File: src/rtl/tag_pkg.sv
// Shared types and constants for the tag-side EPC receive path.
// Holds the receive state encoding and the CRC-16/CCITT helpers.
package tag_pkg;

    typedef enum logic [1:0] {
        IDLE  = 2'd0,
        SHIFT = 2'd1,
        DRAIN = 2'd2
    } rx_state_e;

    localparam logic [15:0] CRC16_POLY    = 16'h1021;
    localparam logic [15:0] CRC16_PRESET  = 16'hFFFF;
    localparam logic [15:0] CRC16_RESIDUE = 16'h1D0F;

    function automatic logic [15:0] crc16_upd(
        input logic [15:0] crc,
        input logic        b
    );
        logic fb;
        fb = crc[15] ^ b;
        crc16_upd = {crc[14:0], 1'b0} ^ (fb ? CRC16_POLY : 16'h0000);
    endfunction

endpackage

File: src/rtl/word_fifo.sv
// Synchronous FIFO with extra pointer MSB for full/empty disambiguation.
// Head reads as zero while empty.
module word_fifo #(
    parameter int DEPTH = 4,
    parameter int WIDTH = 16
) (
    input  logic             clk,
    input  logic             reset_n,
    input  logic             push_i,
    input  logic [WIDTH-1:0] data_i,
    input  logic             pop_i,
    output logic [WIDTH-1:0] data_o,
    output logic             full_o,
    output logic             empty_o
);

    localparam int AW = $clog2(DEPTH);

    logic [AW:0]      wptr_q;
    logic [AW:0]      rptr_q;
    logic [WIDTH-1:0] mem_q [DEPTH];
    logic             do_push;
    logic             do_pop;

    assign empty_o = (wptr_q == rptr_q);
    assign full_o  = (wptr_q[AW] != rptr_q[AW]) &&
                     (wptr_q[AW-1:0] == rptr_q[AW-1:0]);
    assign do_pop  = pop_i && !empty_o;
    // A pop in the same cycle frees the slot a full push needs
    assign do_push = push_i && (!full_o || do_pop);
    assign data_o  = empty_o ? '0 : mem_q[rptr_q[AW-1:0]];

    always_ff @(posedge clk) begin
        if (!reset_n) begin
            wptr_q <= '0;
            rptr_q <= '0;
        end else begin
            if (do_push) wptr_q <= wptr_q + {{AW{1'b0}}, 1'b1};
            if (do_pop)  rptr_q <= rptr_q + {{AW{1'b0}}, 1'b1};
        end
    end

    always_ff @(posedge clk) begin
        if (do_push) mem_q[wptr_q[AW-1:0]] <= data_i;
    end

endmodule

File: src/rtl/epc_word_rx.sv
// EPC write-payload deserializer: serial bits to 16-bit words into a FIFO.
// Optional CRC-16 residue check is built when CRC16_CHECK_EN is defined.
module epc_word_rx
    import tag_pkg::*;
#(
    parameter int DEPTH     = 4,
    parameter int MAX_WORDS = 32
) (
    input  logic        clk,
    input  logic        reset_n,
    input  logic        bit_in,
    input  logic        bit_valid,
    input  logic        packetcomplete,
    input  logic [7:0]  num_words,
    output logic [15:0] word_out,
    output logic        word_ready,
    input  logic        word_ack,
    output logic [7:0]  words_rcvd,
    output logic        overflow,
    output logic        frame_error,
    output logic        frame_done,
    output logic        crc_ok
);

    rx_state_e   state_q;
    logic [14:0] shreg_q;
    logic [3:0]  bit_cnt_q;
    logic [7:0]  nwords_q;
    logic [7:0]  words_q;
    logic        ovf_q;
    logic        ferr_q;
    logic        done_q;

    logic        fifo_full;
    logic        fifo_empty;
    logic        pop;
    logic        start;
    logic        in_shift;
    logic        at_limit;
    logic        take;
    logic        discard;
    logic        wdone;
    logic        drop;
    logic        pc_end;
    logic        crc_bad;
    logic [15:0] word_d;
    logic [3:0]  cnt_n;
    logic [3:0]  cnt_after;
    logic [7:0]  words_n;

    assign in_shift  = (state_q == SHIFT);
    assign start     = (state_q == IDLE) && bit_valid;
    assign at_limit  = (words_q == nwords_q) ||
                       (int'(words_q) >= MAX_WORDS);
    assign take      = in_shift && bit_valid && !at_limit;
    assign discard   = in_shift && bit_valid && at_limit;
    assign cnt_n     = bit_cnt_q + 4'd1;
    assign cnt_after = take ? cnt_n : bit_cnt_q;
    assign wdone     = take && (bit_cnt_q == 4'hF);
    assign words_n   = wdone ? words_q + 8'd1 : words_q;
    assign word_d    = {shreg_q, bit_in};
    assign pop       = word_ack && !fifo_empty;
    assign drop      = wdone && fifo_full && !pop;
    assign pc_end    = in_shift && packetcomplete;

    word_fifo #(
        .DEPTH (DEPTH),
        .WIDTH (16)
    ) u_fifo (
        .clk     (clk),
        .reset_n (reset_n),
        .push_i  (wdone),
        .data_i  (word_d),
        .pop_i   (pop),
        .data_o  (word_out),
        .full_o  (fifo_full),
        .empty_o (fifo_empty)
    );

`ifdef CRC16_CHECK_EN
    logic [15:0] crc_q;
    logic [15:0] crc_n;
    logic        crc_ok_q;

    assign crc_n   = (start || take) ? crc16_upd(crc_q, bit_in) : crc_q;
    assign crc_bad = (crc_n != CRC16_RESIDUE);
    assign crc_ok  = crc_ok_q;

    always_ff @(posedge clk) begin
        if (!reset_n) begin
            crc_q    <= CRC16_PRESET;
            crc_ok_q <= 1'b1;
        end else if (pc_end) begin
            crc_q    <= CRC16_PRESET;
            crc_ok_q <= !crc_bad;
        end else begin
            crc_q    <= crc_n;
        end
    end
`else
    assign crc_bad = 1'b0;
    assign crc_ok  = 1'b1;
`endif

    always_ff @(posedge clk) begin
        if (!reset_n) begin
            state_q   <= IDLE;
            shreg_q   <= '0;
            bit_cnt_q <= '0;
            nwords_q  <= '0;
            words_q   <= '0;
            ovf_q     <= 1'b0;
            ferr_q    <= 1'b0;
            done_q    <= 1'b0;
        end else begin
            done_q <= 1'b0;
            unique case (state_q)
                IDLE: begin
                    if (bit_valid) begin
                        nwords_q  <= num_words;
                        words_q   <= '0;
                        ovf_q     <= 1'b0;
                        ferr_q    <= 1'b0;
                        shreg_q   <= {14'd0, bit_in};
                        bit_cnt_q <= 4'd1;
                        state_q   <= SHIFT;
                    end
                end
                SHIFT: begin
                    if (take) begin
                        shreg_q   <= word_d[14:0];
                        bit_cnt_q <= cnt_n;
                    end
                    words_q <= words_n;
                    if (drop)    ovf_q  <= 1'b1;
                    if (discard) ferr_q <= 1'b1;
                    // Bit of this cycle is folded in before the end-of-frame checks
                    if (packetcomplete) begin
                        if (cnt_after != 4'd0 || words_n != nwords_q || crc_bad)
                            ferr_q <= 1'b1;
                        bit_cnt_q <= '0;
                        state_q   <= DRAIN;
                    end
                end
                DRAIN: begin
                    if (fifo_empty) begin
                        done_q  <= 1'b1;
                        state_q <= IDLE;
                    end
                end
                default: state_q <= IDLE;
            endcase
        end
    end

    assign word_ready  = !fifo_empty;
    assign words_rcvd  = words_q;
    assign overflow    = ovf_q;
    assign frame_error = ferr_q;
    assign frame_done  = done_q;

endmodule

File: config.mk
export PLATFORM = sky130hd
export DESIGN_NAME = epc_word_rx
export DESIGN_NICKNAME = d
export VERILOG_FILES = /design/src/rtl/tag_pkg.sv /design/src/rtl/word_fifo.sv /design/src/rtl/epc_word_rx.sv
export SDC_FILE = /design/constraint.sdc
export NUM_CORES = 1
export LEC_CHECK = 0
export BUFFER_PORTS_ARGS = -buffer_cell sky130_fd_sc_hd__buf_2
export CAP_MARGIN = 20
export CORE_ASPECT_RATIO = 1.5
export CORE_MARGIN = 1.5
export CORE_UTILIZATION = 50
export CTS_CLUSTER_SIZE = 25
export DETAILED_ROUTE_END_ITERATION = 6
export PLACE_DENSITY = 0.67
export SYNTH_ARGS = -nofsm -noshare
export SYNTH_HDL_FRONTEND = slang
export SYNTH_SLANG_ARGS = --single-unit
File: constraint.sdc
create_clock -name clk -period 2.45 [get_ports clk]
set_input_delay 0.1225 -clock clk [delete_from_list [all_inputs] [get_ports clk]]
set_output_delay 0.1225 -clock clk [all_outputs]
set_load 0.05 [all_outputs]
# --- Word-level counts from Yosys, hierarchy flattened ---
# Memory sizes are Yosys's and may differ from the RTL's. A register that Yosys moved wholly into a read port is not among the register bits.
# Index checks and enable logic that the tools add are counted.
# Widths: inputs -> output; s select.
totals:
  mem_bits_rw: 64
  output_inout_bits: 29
  in_bits: 14
  n_memories: 1
  ff_bits: 46
memory_table:
  columns: ["memory", "depth", "width", "rd", "rd_ports_with_merged_regs", "write_ports", "line_no", "text"]
  rows:
  - ["u_fifo.mem_q", 4, 16, 1, 1, 1, "word_fifo.sv:21", "logic [WIDTH-1:0] mem_q [DEPTH];"]
op_classes:
  muxes: 27
  magnitude_cmp: 1
  add_sub_neg: 4
  n_reduce_logical: 26
  eq_ne: 13
ops:
  columns: ["op", "count"]
  rows:
  - ["$mux 15", 2]
  - ["$pmux 15 s2", 1]
  - ["$mux 16", 1]
  - ["$mux 8", 2]
  - ["$pmux 8 s2", 1]
  - ["$mux 4", 3]
  - ["$logic_and 1x1->1", 10]
  - ["$mux 2", 5]
  - ["$reduce_and 3->1", 3]
  - ["$add 8x1->8 const B", 1]
  - ["$eq 8x8->1", 1]
  - ["$ge 8x6->1 const B", 1]
  - ["$mux 1", 8]
  - ["$ne 8x8->1", 1]
  - ["$pmux 4 s2", 1]
  - ["$add 3x1->3 const B", 2]
  - ["$ne 2x1->1 const B", 3]
  - ["$pmux 2 s3", 1]
  - ["$reduce_and 2->1", 3]
  - ["$add 4x1->4 const B", 1]
  - ["$eq 4x4->1 const B", 1]
  - ["$logic_not 1->1", 4]
  - ["$ne 2x2->1 const B", 2]
  - ["$pmux 1 s2", 2]
  - ["other kinds (9)", 11]

# --- Logic depth before layout (Yosys ltp) ---
# Gate-level depths: netlist of run 1.
logic_depth:
  depth_word: 11
  depth_mapped: 8
  ltp_nobuf: 7

# --- By module ---
# A second synthesis of run 1 with hierarchy kept.
hier_totals:
  cells_unflattened: 400
  area_unflattened_um2: 5019.8
by_module_without_submodules:
  columns: ["module", "area_each_um2", "instances", "cells_per_inst"]
  rows:
  - ["word_fifo", 2904.0, 1, 154]
  - ["epc_word_rx", 2115.8, 1, 246]

# --- Worst setup path after synthesis of run 1 ---
# No wires, ideal clock.
synth_timing:
  path_kind: "register -> register"
  startpoint: "reg words_q[2], in the netlist words_rcvd[2]"
  endpoint: "mem u_fifo.mem_q[0][0] (enable)"
  setup_slack_ns: -0.069
  setup_ns: 0.374
  arrival_time_ns: 2.146
  path_stages_with_launch: 6
  path_buffers: 1
  t_required_ns: 2.076
  cell_sequence: "dfxtp_1 > xor2_2 > nor4_4 > a211oi_2 > buf_6 > and3_1"
synth_between:
  elab_chain_cells: 8
synth_rtl:
  columns: ["item", "line_no", "text"]
  rows:
  - ["from (decl)", "epc_word_rx.sv:29", "logic [7:0] words_q;"]
  - ["from (signal assigned)", "epc_word_rx.sv:134", "words_q <= words_n;"]
  - ["$ge 8x6->1 or $eq 8x8->1 (tied branches)", "epc_word_rx.sv:54, epc_word_rx.sv:53", null]
  - ["$logic_or 1x1->1 (*)", "epc_word_rx.sv:53", "assign at_limit = (words_q == nwords_q) ||"]
  - ["$logic_not 1->1 (*)", "epc_word_rx.sv:55", "assign take = in_shift && bit_valid && !at_limit;"]
  - ["$logic_and 1x1->1 (*)", "epc_word_rx.sv:55", null]
  - ["$logic_and 1x1->1 (*)", "epc_word_rx.sv:59", "assign wdone = take && (bit_cnt_q == 4'hF);"]
  - ["$logic_and 1x1->1 (*)", "word_fifo.sv:30", "assign do_push = push_i && (!full_o || do_pop);"]
  - ["$mux 1 (*)", "word_fifo.sv:44", "if (do_push) mem_q[wptr_q[AW-1:0]] <= data_i;"]
  - ["$mux 1 (implied by the code) (*)", "word_fifo.sv:44", null]
  - ["to (decl)", "word_fifo.sv:21", null]
# Mark *: on every way between the ends. The rest lies on a longest branch, timed or not.

# --- Worst setup path in the final report of run 1 ---
layout_timing:
  startpoint: "reg words_q[3], in the netlist words_rcvd[3]"
  endpoint: "reg ferr_q, in the netlist frame_error"
layout_between:
  elab_chain_cells: 11
layout_rtl:
  columns: ["item", "line_no", "text"]
  rows:
  - ["$ge 8x6->1 or $eq 8x8->1 (tied branches)", "epc_word_rx.sv:54, epc_word_rx.sv:53", null]
  - ["$logic_or 1x1->1", "epc_word_rx.sv:53", null]
  - ["$logic_not 1->1", "epc_word_rx.sv:55", null]
  - ["$logic_and 1x1->1", "epc_word_rx.sv:55", null]
  - ["$logic_and 1x1->1", "epc_word_rx.sv:59", null]
  - ["$mux 8", "epc_word_rx.sv:60", "assign words_n = wdone ? words_q + 8'd1 : words_q;"]
  - ["$ne 8x8->1", "epc_word_rx.sv:139", "if (cnt_after != 4'd0 || words_n != nwords_q || crc_bad)"]
  - ["$logic_or 1x1->1", "epc_word_rx.sv:139", null]
  - ["$mux 1", "epc_word_rx.sv:139", null]
  - ["$mux 1 (*)", "epc_word_rx.sv:138", "if (packetcomplete) begin"]
  - ["$pmux 1 s2 (*)", "epc_word_rx.sv:117", "unique case (state_q)"]
  - ["to (signal assigned)", "epc_word_rx.sv:123", "ferr_q <= 1'b0;"]
  - ["to (signal assigned)", "epc_word_rx.sv:136", "if (discard) ferr_q <= 1'b1;"]
  - ["to (signal assigned)", "epc_word_rx.sv:140", "ferr_q <= 1'b1;"]
  - ["to (decl)", "epc_word_rx.sv:31", "logic ferr_q;"]
# Marks and branches as above.
# A chain may end at the register's enable or synchronous reset.

==> impl_metrics.toml, run 1 <==
[yosys]
synthArstFlopShare = 0
syn_avg_cell_area_um2 = 12.6
ys_top_cells_by_count = "64 x edfxtp_1, 50 x nand2_1, 48 x dfxtp_1"
postSynthCellCount = 385
syn_nets = 407
synth_top_area_cell = "edfxtp_1"
yosysSeqAreaShare = 0.593
mappedNetlistArea_um2 = 4860
synth_ff_type = "edfxtp_1"
yosysMostFrequentCell = "edfxtp_1"
yosysUniqueCellTypes = 52
yosysWarnings = 0
synth_edf_count = 64
yosys-top-cells-area = "edfxtp_1 40%, dfxtp_1 20%, mux4_2 7.4%"
ys_ff_latch = 112
synth_top_area_frac = 0.395

[clock_tree]
worstSkewPairLatency_ns = 0.35
clk_path_buf_depth = 2
cts_max_level = 3
cts.sinks = 112
cts_buffers = 9
path_clk_slew_ns = 0.07
cts_tree = "built"
cts_hold_buf = 0
root_buffer = "clkbuf_16"

[timing]
period_minus_slack_ns = 2.33
rsz0062_at_grt = "no"
worst_pin_slew_ns = 0.701
fin_crit_sh = 0.951
fmax_mhz = 429
drv_slew = 0
setup_tns_ns = 0
setup_slack_ns = 0.120
slew_headroom = 0.533
fin_skew_ns = 0.00683
finalSetupViolCount = 0
hold_violations = 0
timing.hold.ws_ns = 0.0206

[floorplan]
dieArea_um2 = 10300
die-width_um = 83.5
initial_core_util = 0.519
pin_count = 43
num_rows = 43
core_area_um2 = 9360
die_y_um = 124

[finish]
final_nets = 461
fin_area_um2 = 5670
diodes = 0
post-route-util = 0.606
syn_to_final_growth_pct = 16.6
drive_above_1_share = 0.270

[grt]
grt_first_pass_wirelength_um = 15000
first_global_vias = 2982
grt_usage = 0.190
grt_max_degree = 48
grt.overflow.total = 0
antenna_found_initial = 0

[pwr]
power_density_nw_per_um2 = 648
max-vdd-ir-drop_v = 0.000399
p_sw_frac = 0.219
pwr-share-comb = 0.055
intPower_uw = 2870
p_sw_uw = 804
clockPowerShare = 0.401
leakage_uw = 0.00209
seq_power_share = 0.544

[worst_setup_path]
cp_cell_sequence = "xor2_1 > buf_4 > nor4_4 > a211oi_4 > buf_12 > nand2_1 > mux2_2 > o22ai_1 > a31oi_1"
r2r_slack_ns = 0.12
setup.worst_path.start_class = "flip-flop"
r2r_end = "frame_error"
cp.depth = 9
crit_family = "simple AND/OR/NAND/NOR gates"
crit_fanout = 7
path_class = "flip-flop to flip-flop"
worstReg2RegStart = "words_rcvd[3]"
cp.arrival_ns = 2.55
critPathBufInv = 2
reg2regPathDepth = 9
cp-end-kind = "flip-flop"
cp.required_ns = 2.67
critPathMaxStageDelay_ns = 0.46
crit_path_top_delay_cell = "nor4_4"

[hold_path]
hold_depth = 3
worstHoldStart = "num_words[4]"
min_path_type = "primary input to flip-flop"
hold_end = "nwords_q[4]"

[placement]
place_congestion = 0.847
dp_slack_ns = -0.0234
portBuffers = 41
post-dp-hpwl_um = 6020
postPlaceCellArea_um2 = 5330

[route]
dr.pass1.iters = 4
route.detailed.drc = 0
wl_per_cell_um = 16.5
viasPerCell = 5.56
vias = 3093
finalWirelength_um = 9170
antenna_left = 0
detail_route.iter0.violations = 195

[job]
cap_violations = 0

[outcome]
status = "complete, no violations"
registers in the layout, summed over array words and instances (netlist names), named ones only:
| signal | flops |
|---|---|
| bit_cnt_q | 4 |
| frame_error | 1 |
| state_q | 2 |
| nwords_q | 8 |
| shreg_q | 15 |
| words_rcvd | 8 |
| u_fifo.wptr_q | 3 |
| frame_done | 1 |
| u_fifo.rptr_q | 3 |
| u_fifo.mem_q | 64 |
| overflow | 1 |
metal layers:
layer | routed length (um) | vias up | global-route usage
met1 | 3610 | 1505 | 0.205
li1 | - | 1504 | -
met5 | 0 | - | 0
met3 | 244 | 16 | 0.0325
met4 | 236 | 0 | 0.0830
met2 | 5080 | 68 | 0.368
kinds of logic (layout without fill, tap and decap cells):
logic type,count (synthesis),after routing,synth area share
muxes,21,21,0.0849
and+or+nand+nor,138,138,0.148
xor gates and xnor gates,19,19,0.0358
AOI/OAI and AO/OA,60,60,0.0934
adders and majority gates,8,8,0.0206
buffers and inverters,26,85,0.0232
DFF,112,112,0.593
other,1,1,0.000771
power by group through the flow:
stage               clock network, uW  logic, uW  registers (uW)
floorplan                           0        130            2040
global placement                    0        191            2040
detailed placement                  0        194            2040
CTS                              1500        198            2000
global route                     1560        223            2000
finish                           1470        203            2000
stage by stage:
step,total power (uW),instances
after floorplan,2170,385
after global placement,2230,539
after detailed placement,2230,539
after CTS,3690,555
after global routing,3780,556
final,3670,556
worst reg2reg max path: cells and delay by family, from the launching register on:
family	cells	cell delay [ns]
AND/OR/NAND/NOR	2	0.59
AO/OA/AOI/OAI	3	0.44
XOR/XNOR	1	0.16
buffers and inverters	2	0.31
flip-flops	1	0.36
multiplexers	1	0.35
layout make-up:
cell class	count	area, um^2
well taps	112	140
repair buffers	62	425
clock buffers	9	225
inverters	7	26.3
flip-flops and latches	112	2890
fillers	771	3690
multi-input cells	247	1890
clock inverters	7	77.6
worst max-delay path by stage:
stage	from	end	slack, ns
floorplan	words_rcvd[7]	u_fifo.mem_q[3][0]	0.08
global placement	nwords_q[0]	frame_error	-0.01
detailed placement	words_rcvd[4]	frame_error	-0.02
CTS	words_rcvd[7]	frame_error	0.004
global route	words_rcvd[3]	frame_error	0.01
finish	words_rcvd[3]	frame_error	0.12
timing repair:
action / 4_1_cts / 5_1_grt
pin swaps: 0 / 1
resized for setup: 2 / 1
endpoints found under the setup margin: 1 / 1
buffers inserted: 0 / 1
endpoints found under the hold margin: 0 / 0
cell usage in the layout (no fill, tap or decap), drive strengths merged, types with 11 or more instances in the layout:
cell type	count
edfxtp	64
buf	62
nand2	50
dfxtp	48
a21boi	26
nor2b	22
nand3	20
mux4	16
and3	11
No activity file was read; power rests on OpenSTA's default activity.
==> inputs of run 2 (changes only) <==
- PLACE_DENSITY: 0.67 -> 0.69
- SKIP_LAST_GASP: not set -> 1
- clock period: 2.45 -> 2 ns (I/O delays scaled with it)
==> run 2 against run 1 <==
Fmax increased by 17%. Sequential share of layout area shrank 2.9 points. Final cell count increased by 5.0%. Die area is the same. Clock power grew 29%. Critical path depth stayed put. Count of clock-buffer cells in the layout rose by 1.
==> impl_metrics.toml, run 2 (synthesized netlist as in run 1, its figures left out) <==
[grt]
first_global_vias = 3275
antenna_found_initial = 0
grt_max_degree = 48
grt_usage = 0.201
grt_first_pass_wirelength_um = 16000
grt.overflow.total = 0

[clock_tree]
cts.sinks = 112
clk_path_buf_depth = 2
worstSkewPairLatency_ns = 0.35
cts_max_level = 3
root_buffer = "clkbuf_16"
cts_tree = "built"
cts_buffers = 9
path_clk_slew_ns = 0.07

[finish]
regArea_um2 = 2940
n_fill_cell = 720
mostFrequentLayoutCells = "64 x edfxtp_1, 50 x nand2_1, 43 x buf_2"
diodes = 0
largest_reg_flops = 64
drive_above_1_share = 0.367
multi_input_area_um2 = 2070
fin_cells = 584
post-route-util = 0.653
final_nets = 489
final_common_cell = "edfxtp_1"
syn_to_final_growth_pct = 25.8
fin_area_um2 = 6120

[hold_path]
min_path_type = "primary input to flip-flop"
worstHoldStart = "num_words[1]"

[timing]
fin_skew_ns = 0.00735
setup_slack_ns = 0.00224
rsz0062_at_grt = "yes"
fmax_mhz = 501
worst_pin_slew_ns = 0.710
period_minus_slack_ns = 2.00
drv_slew = 0
fin_crit_sh = 0.999
finalSetupViolCount = 0
slew_headroom = 0.527
hold_violations = 0
timing.hold.ws_ns = 0.0653

[outcome]
status = "complete, no violations"

[worst_setup_path]
cp-endpoint = "frame_error"
r2r_end = "frame_error"
crit_fanout = 6
worstSetupStartpoint = "words_rcvd[4]"
cp.required_ns = 2.28
reg2regPathDepth = 9
cp-end-kind = "flip-flop"
worstReg2RegStart = "words_rcvd[4]"
path_class = "flip-flop to flip-flop"
setup.worst_path.start_class = "flip-flop"
r2r_slack_ns = 0.002
cp.arrival_ns = 2.28

[floorplan]
pin_count = 43
dieArea_um2 = 10300
die_y_um = 124
initial_core_util = 0.519
core_area_um2 = 9360
num_rows = 43
die-width_um = 83.5

[placement]
post-place-cells = 550
place_congestion = 0.893
dp_slack_ns = -0.0754
post-dp-hpwl_um = 6400
portBuffers = 41
postPlaceCellArea_um2 = 5510

[route]
vias = 3192
dr.pass1.iters = 4
route.detailed.drc = 0
viasPerCell = 5.47
antenna_left = 0
wl_per_cell_um = 16.7
finalWirelength_um = 9730
detail_route.iter0.violations = 206

[pwr]
clockPowerShare = 0.408
seq_power_share = 0.523
max-vdd-ir-drop_v = 0.000532
intPower_uw = 3670
power_density_nw_per_um2 = 762
p_sw_frac = 0.212
pwr-share-comb = 0.069
leakage_uw = 0.00224
p_sw_uw = 989

[job]
cap_violations = 0
run 2: area by class of cell:
class,count,share of cell area
Clock buffer,10,0.0374
Tap cell,112,0.0229
Timing Repair Buffer,90,0.102
Clock inverter,6,0.0149
Inverter,7,0.00430
Sequential cell,112,0.481
Multi-Input combinational cell,247,0.338
run 2: worst min-delay path by stage:
stage	end	depth (start not counted)
finish	nwords_q[1]	3
global route	nwords_q[1]	3
CTS	nwords_q[1]	3
detailed placement	u_fifo.mem_q[0][0]	1
global placement	u_fifo.mem_q[0][0]	1
floorplan	u_fifo.mem_q[0][0]	0
run 2: per-layer routing:
layer,routed length [um],global-route usage,vias up
met1,3870,0.220,1569
met2,5370,0.385,63
met5,0,0,-
li1,-,-,1545
met4,200,0.0809,0
met3,288,0.0384,15
run 2: power groups by stage:
stage          clock network, uW  registers (uW)  logic, uW
2_1_floorplan                  0            2490        164
3_3_place_gp                   0            2490        263
3_5_place_dp                   0            2490        268
4_1_cts                     1950            2440        308
5_1_grt                     2010            2440        351
6_report                    1900            2440        323
run 2: what timing repair did:
action | 4_1_cts | 5_1_grt
setup endpoints to repair | 2 | 74
hold buffers | 8 | 0
buffers inserted | 8 | 0
gates resized for setup | 18 | 15
pin swaps | 10 | 10
hold endpoints to repair | 11 | 0
cloned | 1 | 1
run 2: per-stage QoR:
stage / setup TNS [ns] / total power, uW
floorplan: -0.0116 / 2660
global placement: -0.0631 / 2750
global route: -1.02 / 4800
detailed placement: -0.133 / 2760
CTS: 0 / 4700
finish: 0 / 4660
run 2: worst max-delay path, cell delays in order, from the launching register on:
cell	delay (ns)
dfxtp_4	0.37
xor2_4	0.21
nor4_4	0.07
buf_4	0.15
a211oi_4	0.29
buf_6	0.17
mux2_4	0.30
mux2i_1	0.13
o22ai_1	0.09
a31oi_1	0.15
